--- config.mk ---
export PLATFORM = sky130hd
export DESIGN_NAME = tt_um_mux_arbiter
export DESIGN_NICKNAME = d
export VERILOG_FILES = /design/src/rtl/tt_um_mux_arbiter.sv
export SDC_FILE = /design/constraint.sdc
export NUM_CORES = 1
export LEC_CHECK = 0
export ABC_AREA = 1
export CAP_MARGIN = 10
export CORE_UTILIZATION = 41
export DETAILED_ROUTE_END_ITERATION = 8
export HOLD_SLACK_MARGIN = 0.06
export PLACE_DENSITY = 0.76
export SKIP_CTS_REPAIR_TIMING = 1
export SLEW_MARGIN = 15
export SYNTH_ARGS = -nofsm -noshare
export SYNTH_HDL_FRONTEND = slang
export SYNTH_SLANG_ARGS = --single-unit
--- constraint.sdc ---
create_clock -name clk -period 1.5 [get_ports clk]
set_input_delay 0.15 -clock clk [delete_from_list [all_inputs] [get_ports clk]]
set_output_delay 0.15 -clock clk [all_outputs]
set_load 0.01 [all_outputs]
--- src/rtl/tt_um_mux_arbiter.sv ---
// rtl/tt_um_mux_arbiter.sv - four-requester round-robin arbiter sharing a 1-bit mux path
module tt_um_mux_arbiter #(
  parameter int MAX_HOLD = 8
) (
  input  logic [7:0] ui_in,
  output logic [7:0] uo_out,
  input  logic [7:0] uio_in,
  output logic [7:0] uio_out,
  output logic [7:0] uio_oe,
  input  logic       ena,
  input  logic       clk,
  input  logic       rst_n
);

  localparam logic [1:0] S_IDLE  = 2'd0;
  localparam logic [1:0] S_GRANT = 2'd1;
  localparam logic [1:0] S_GAP   = 2'd2;
  localparam logic [3:0] HOLD_LAST = 4'(MAX_HOLD - 1);

  logic [1:0] state;
  logic [3:0] gnt;
  logic [1:0] gidx;
  logic [1:0] ptr;
  logic [3:0] cnt;

  logic [3:0] req;
  logic [3:0] data;
  logic       lock;
  logic       any_req;
  logic       others_req;
  logic       pick_found;
  logic [1:0] pick_idx;
  logic [1:0] scan_idx;
  logic       dout;
  logic       busy;
  logic       unused;

  assign req        = ui_in[3:0];
  assign data       = ui_in[7:4];
  assign lock       = uio_in[0];
  assign any_req    = |req;
  assign others_req = |(req & ~gnt);
  assign unused     = &{1'b0, uio_in[7:1]};

  // First asserted request searching upward from ptr, wrapping mod 4.
  always_comb begin
    pick_found = 1'b0;
    pick_idx   = ptr;
    scan_idx   = ptr;
    for (int k = 0; k < 4; k++) begin
      scan_idx = ptr + 2'(k);
      if (!pick_found && req[scan_idx]) begin
        pick_found = 1'b1;
        pick_idx   = scan_idx;
      end
    end
  end

  always_ff @(posedge clk or negedge rst_n) begin
    if (!rst_n) begin
      state <= S_IDLE;
      gnt   <= 4'b0000;
      gidx  <= 2'd0;
      ptr   <= 2'd0;
      cnt   <= 4'd0;
    end else if (ena) begin
      case (state)
        S_IDLE, S_GAP: begin
          if (any_req) begin
            state <= S_GRANT;
            gnt   <= 4'b0001 << pick_idx;
            gidx  <= pick_idx;
            ptr   <= pick_idx + 2'd1;
            cnt   <= 4'd0;
          end else begin
            state <= S_IDLE;
          end
        end
        S_GRANT: begin
          if (cnt != HOLD_LAST) cnt <= cnt + 4'd1;
          // A dropped request wins over preemption; both land in GAP anyway.
          if (!req[gidx] || (cnt == HOLD_LAST && !lock && others_req)) begin
            state <= S_GAP;
            gnt   <= 4'b0000;
          end
        end
        default: begin
          state <= S_IDLE;
          gnt   <= 4'b0000;
        end
      endcase
    end
  end

  assign dout = (gnt != 4'b0000) ? data[gidx] : 1'b0;
  assign busy = (state != S_IDLE);

  assign uo_out  = {gidx, busy, dout, gnt};
  assign uio_out = 8'h00;
  assign uio_oe  = 8'h00;

endmodule

==> results of run 1 <==
## stage by stage
step | utilization (%) | TNS [ps]
2_1_floorplan | - | -23.9
3_3_place_gp | 53.3 | -2700
3_5_place_dp | 53.3 | -2970
4_1_cts | 54.5 | -1340
5_1_grt | 62.8 | -1830
6_report | 62.8 | -835
## registers in the layout (all words and copies together), names as in the netlist
name,flops
state,2
ptr,2
gidx,2
gnt,4
cnt,4
## cell usage after synthesis
cell      number  share of area, %
buf_4         19                11
a21oi_1        7               2.8
o31ai_1        1              0.60
nor4_1         1              0.50
inv_2          3              0.90
nor2_1         9               2.7
nand2_2        5               2.5
or2_2          1              0.50
o21bai_1       1              0.60
nand3_1       19               7.6
nor3_1         5               2.0
nand3b_1       1              0.60
ha_1           1               1.0
o22ai_1        2               1.0
a21oi_2        1              0.70
nand2_4        3               2.7
o21ai_1        4               1.6
nand4_1        1              0.50
nand3_2        2               1.6
o21ai_0        7               2.8
buf_6          2               1.8
nor2_8         1               1.6
and3_1         1              0.50
conb_1         1              0.30
clkinv_1       1              0.30
inv_1         15               4.5
nand2_1       60                18
dfrtp_1       14                28
## cell families (layout without fill, tap and decap cells)
kind of cell / Yosys count / in the layout
flip-flops: 14 / 14
AND/OR/NAND/NOR: 109 / 109
adder cells (fa/ha/maj): 1 / 1
buffers and inverters: 40 / 64
AO/OA/AOI/OAI: 23 / 23
other: 1 / 16
## per-layer routing
metal / vias up / routed length, um / part of all wire, % / global-route usage [%]
li1: 660 / - / - / -
met1: 612 / 1340 / 44 / 24.7
met2: 39 / 1560 / 51 / 30.4
met3: 4 / 160 / 5.2 / 5.22
met4: 0 / 15 / 0.49 / 3.14
met5: - / 0 / 0 / 0
## layout make-up
cell class	instances	area (um^2)
flip-flops and latches	14	353
inverters	19	83.8
clock buffers	4	36.3
fillers	254	1050
well taps	31	38.8
multi-input cells	149	887
repair buffers	41	377
## power by group
| part | switching, uW | leakage, uW | internal [uW] |
|---|---|---|---|
| clock | 133 | 0.0000210 | 148 |
| combinational | 1690 | 0.000732 | 1280 |
| sequential | 155 | 0.000178 | 535 |
## worst reg2reg max path: stages (launching register included)
cell	delay [ps]
dfrtp_2	450
buf_6	150
nand2_2	50
nand3_2	90
nand2_4	130
inv_4	60
nor2_8	140
nand2_4	110
nand2_4	80
nand2_4	70
nand3_2	80
nand2_1	50
nand2_1	50
nand2_1	50
## path summary, 6_finish.rpt
check                          from       end  slack [ps]
max reg2reg                  ptr[0]    ptr[1]        -160
min in group clk           state[0]  state[0]         530
min reg2reg                state[0]  state[0]         530
min                           rst_n    gnt[2]         180
max                          ptr[0]    ptr[1]        -160
max in group asynchronous     rst_n    ptr[1]        1130
## cells in the final DEF, fill, tap and decap left out, types with 2 or more instances in the layout
| cell | count |
|---|---|
| nand2_4 | 10 |
| inv_4 | 3 |
| nand3_4 | 2 |
| o21ai_1 | 6 |
| nor3_1 | 3 |
| nand2_2 | 19 |
| o21ai_0 | 4 |
| a21oi_1 | 5 |
| conb_1 | 16 |
| clkdlybuf4s50_1 | 15 |
| nor2_1 | 8 |
| nand3_1 | 14 |
| inv_1 | 14 |
| nand3_2 | 5 |
| nand2_1 | 39 |
| a21oi_2 | 2 |
| buf_6 | 3 |
| dlymetal6s2s_1 | 4 |
| dfrtp_1 | 12 |
| buf_4 | 19 |
| o22ai_1 | 2 |
| clkbuf_4 | 3 |
| nor3_2 | 2 |
| dfrtp_2 | 2 |
==> impl_metrics.yaml, run 1 <==
outcome:
  status: "complete, but fails checks"
  violations: "DRC, setup timing"
place:
  routabilityCongestion: 0.820
  dp_cells: 248
  dpl_worst_slack_ps: -301
  portBuffers: 19
  placed_cell_area_mm2: 0.00151
  hpwl_um: 2150
sta:
  maxSlewViolCount: 0
  hold_viol: 0
  finClkSkew_ps: 6.84
  rsz0062_at_grt: "yes"
  whs_ps: 179
  layout_setup_ws_ps: -164
  period_needed_ps: 1660
  fmax_mhz: 601
  setup_violations: 8
  post-route-period-util_pct: 111
global_route:
  antenna_found_initial: 0
  grt_pass1_wl_um: 4750
  grt_pass1_vias: 1120
  grt_overflow_total: 0
  grt_max_degree: 15
  grt_use_total_pct: 18.5
layout:
  nets: 248
  diodes: 0
  area_growth_pct: 42.5
  design_area_mm2: 0.00178
  fin_cells: 258
  layout-drive-gt1-share_pct: 35.2
floorplan:
  fp.dieH_um: 57.1
  die-area_mm2: 0.00326
  row_count: 19
  initial_core_util_pct: 44.1
  pin_count: 43
  dieWidth_um: 57.1
  core-area_mm2: 0.00283
setup_path:
  worstPathArrival_ps: 1850
  worstSetupPathType: "flip-flop to flip-flop"
  end_kind: "flip-flop"
  critical_path_depth: 13
  crit_family: "simple AND/OR/NAND/NOR gates"
  crit_chain: "buf_6, nand2_2, nand3_2, nand2_4, inv_4, nor2_8, nand2_4, nand2_4, nand2_4, nand3_2, nand2_1, nand2_1, nand2_1"
  critPathRequiredTime_ps: 1680
  critPathMaxStageDelay_ps: 450
  crit_fanout: 6
  r2r_cells: 13
  cp.buffers_inverters: 2
  cpMaxStageDelayCell: "dfrtp_2"
  crit_path_frequent_cell: "nand2_4"
  critPathLaunchType: "flip-flop"
power:
  peakVddDrop_mv: 0.837
  powerDensity_mw_per_mm2: 2220
  finalPower_uw: 3950
  leakage_uw: 0.000931
yosys:
  ys_warn_count: 0
  synth_cell_types: 28
  synthCells: 188
  synthSimpleGateAreaFrac_pct: 41.5
  ys_ff_latch: 14
  synth_compound_gate_area_share_pct: 10.1
  synthMuxAreaShare_pct: 0
  syn-mean-instance-area_um2: 6.63
  synth_xor_area_share_pct: 0
  synth_top_family_by_area: "simple AND/OR/NAND/NOR gates"
  synthAdderAreaFrac_pct: 1.00
  syn-cell-area_mm2: 0.00125
  ys_seq_area_share_pct: 28.1
clocking:
  path_clk_slew_ps: 90
  numClockSinks: 14
  cts_buffers: 3
  htree_levels: 1
  clockBufferDepth: 2
  insertion_delay_ps: 290
  cts_tree: "built"
  clockRootBuffer: "clkbuf_4"
routing:
  drc: 6
  dr.pass1.iters: 7
  vias_per_cell: 5.10
  wl_per_cell_um: 11.9
  ant_nets: 0
  routed_wl_um: 3070
  vias: 1315
  initialDrtViolationCount: 64
worst_hold_path:
  min_path_type: "input pin to async pin"
run:
  cap_violations: 0
Power figures use the tool's default switching activity.
==> run 2: changes to the inputs <==
--- a/config.mk
+++ b/config.mk
@@ -7,10 +7,10 @@
 export LEC_CHECK = 0
 export ABC_AREA = 1
 export CAP_MARGIN = 10
-export CORE_UTILIZATION = 41
+export CORE_UTILIZATION = 45
 export DETAILED_ROUTE_END_ITERATION = 8
 export HOLD_SLACK_MARGIN = 0.06
-export PLACE_DENSITY = 0.76
+export PLACE_DENSITY = 0.8
 export SKIP_CTS_REPAIR_TIMING = 1
 export SLEW_MARGIN = 15
 export SYNTH_ARGS = -nofsm -noshare
==> constraint.sdc (replaced) <==
create_clock -name clk -period 1.6 [get_ports clk]
set_input_delay 0.16 -clock clk [delete_from_list [all_inputs] [get_ports clk]]
set_output_delay 0.16 -clock clk [all_outputs]
set_load 0.01 [all_outputs]
==> impl_metrics.yaml, run 2 (synthesis results as in run 1) <==
routing:
  dr.pass1.iters: 4
  initialDrtViolationCount: 31
  wl_per_cell_um: 11.1
  routed_wl_um: 2870
  vias: 1283
  ant_nets: 0
  drc: 0
  vias_per_cell: 4.97
outcome:
  violations: "setup timing"
  status: "complete, but fails checks"
run:
  cap_violations: 0
floorplan:
  initial_core_util_pct: 49.0
  die-area_mm2: 0.00298
  dieWidth_um: 54.6
  row_count: 18
  pin_count: 43
  fp.dieH_um: 54.6
  core-area_mm2: 0.00254
layout:
  multiInputGateArea_um2: 777
  fillerInstances: 232
  seqCellArea_um2: 353
  reg_top3: "cnt x4, gnt x4"
  diodes: 0
  layout-drive-gt1-share_pct: 25.0
  nets: 249
  final_common_cell: "nand2_1"
  layout_common_cells: "nand2_1 (54), buf_4 (21), nand3_1 (17), clkdlybuf4s50_1 (17), conb_1 (16)"
  area_growth_pct: 33.0
sta:
  fmax_mhz: 619
  finClkSkew_ps: 5.07
  period_needed_ps: 1610
  layout_setup_ws_ps: -14.8
  setup_violations: 1
  hold_viol: 0
  fin_setup_tns_ps: -14.8
  post-route-period-util_pct: 101
  rsz0062_at_grt: "yes"
  maxSlewViolCount: 0
global_route:
  grt_use_total_pct: 20.2
  antenna_found_initial: 0
  grt_max_degree: 15
  grt_pass1_wl_um: 4310
  grt_overflow_total: 0
  grt_pass1_vias: 1029
place:
  dpl_worst_slack_ps: -195
  portBuffers: 19
  hpwl_um: 2190
  routabilityCongestion: 0.840
clocking:
  clockBufferDepth: 2
  numClockSinks: 14
  cts_buffers: 3
  htree_levels: 1
  cts_tree: "built"
  clockRootBuffer: "clkbuf_4"
  path_clk_slew_ps: 80
  insertion_delay_ps: 280
setup_path:
  worstSetupPathType: "flip-flop to flip-flop"
  critPathRequiredTime_ps: 1770
  critPathLaunchType: "flip-flop"
  worstPathArrival_ps: 1790
  crit_fanout: 7
  end_kind: "flip-flop"
  r2r_cells: 13
power:
  finalPower_uw: 3320
  leakage_uw: 0.000865
  powerDensity_mw_per_mm2: 2000
  peakVddDrop_mv: 1.16
worst_hold_path:
  min_path_type: "input pin to async pin"
-- run 2: worst max-delay path, cell delays in order (launching register included) --
cell     delay, ps
dfrtp_2        440
buf_6          140
nand2_1         70
nand3_2        100
nand2_4        120
inv_4           60
nor2_8         130
nand2_4         80
nand2_2         70
nand2_2         60
nand3_2         80
nand2_1         50
nand2_1         50
nand2_1         50
-- run 2: cell type report --
| class | instances | area share, % |
|---|---|---|
| tap | 30 | 2.26 |
| sequential | 14 | 21.3 |
| timing repair buffer | 42 | 22.6 |
| inverter | 19 | 4.75 |
| clock buffer | 4 | 2.19 |
| multi-input combinational | 149 | 46.9 |
-- run 2: per-stage QoR --
stage | utilization (%) | hold slack (ps) | cell area [um^2] | cells
final | 65.1 | 172 | 1660 | 258
after global routing | 65.1 | 174 | 1660 | 258
after global placement | 59.5 | 483 | 1520 | 251
after detailed placement | 59.5 | 485 | 1520 | 251
after floorplan | - | -136 | 1300 | 203
after CTS | 61.0 | 172 | 1550 | 255
-- run 2: worst paths after layout --
kind	to	slack, ps	start
worst max-delay path	ptr[1]	-10	ptr[0]
worst min-delay path	cnt[0]	170	rst_n
worst max register to register	ptr[1]	-10	ptr[0]
worst min register to register	state[1]	520	state[1]
max in group asynchronous	ptr[1]	1240	rst_n
min in group clk	state[1]	520	state[1]
-- run 2: layer usage --
layer	vias up	wire (um)	GRT usage [%]
li1	654	-	-
met1	580	1380	27.9
met2	44	1290	31.5
met3	5	159	4.44
met4	0	40	5.13
met5	-	0	0
-- run 2: report_power, final --
part           total, uW  internal (uW)  leakage [uW]  switching (uW)
clock network        250            139     0.0000210             112
logic               2410           1070      0.000666            1340
registers            655            501      0.000178             154
total               3320           1710      0.000865            1600
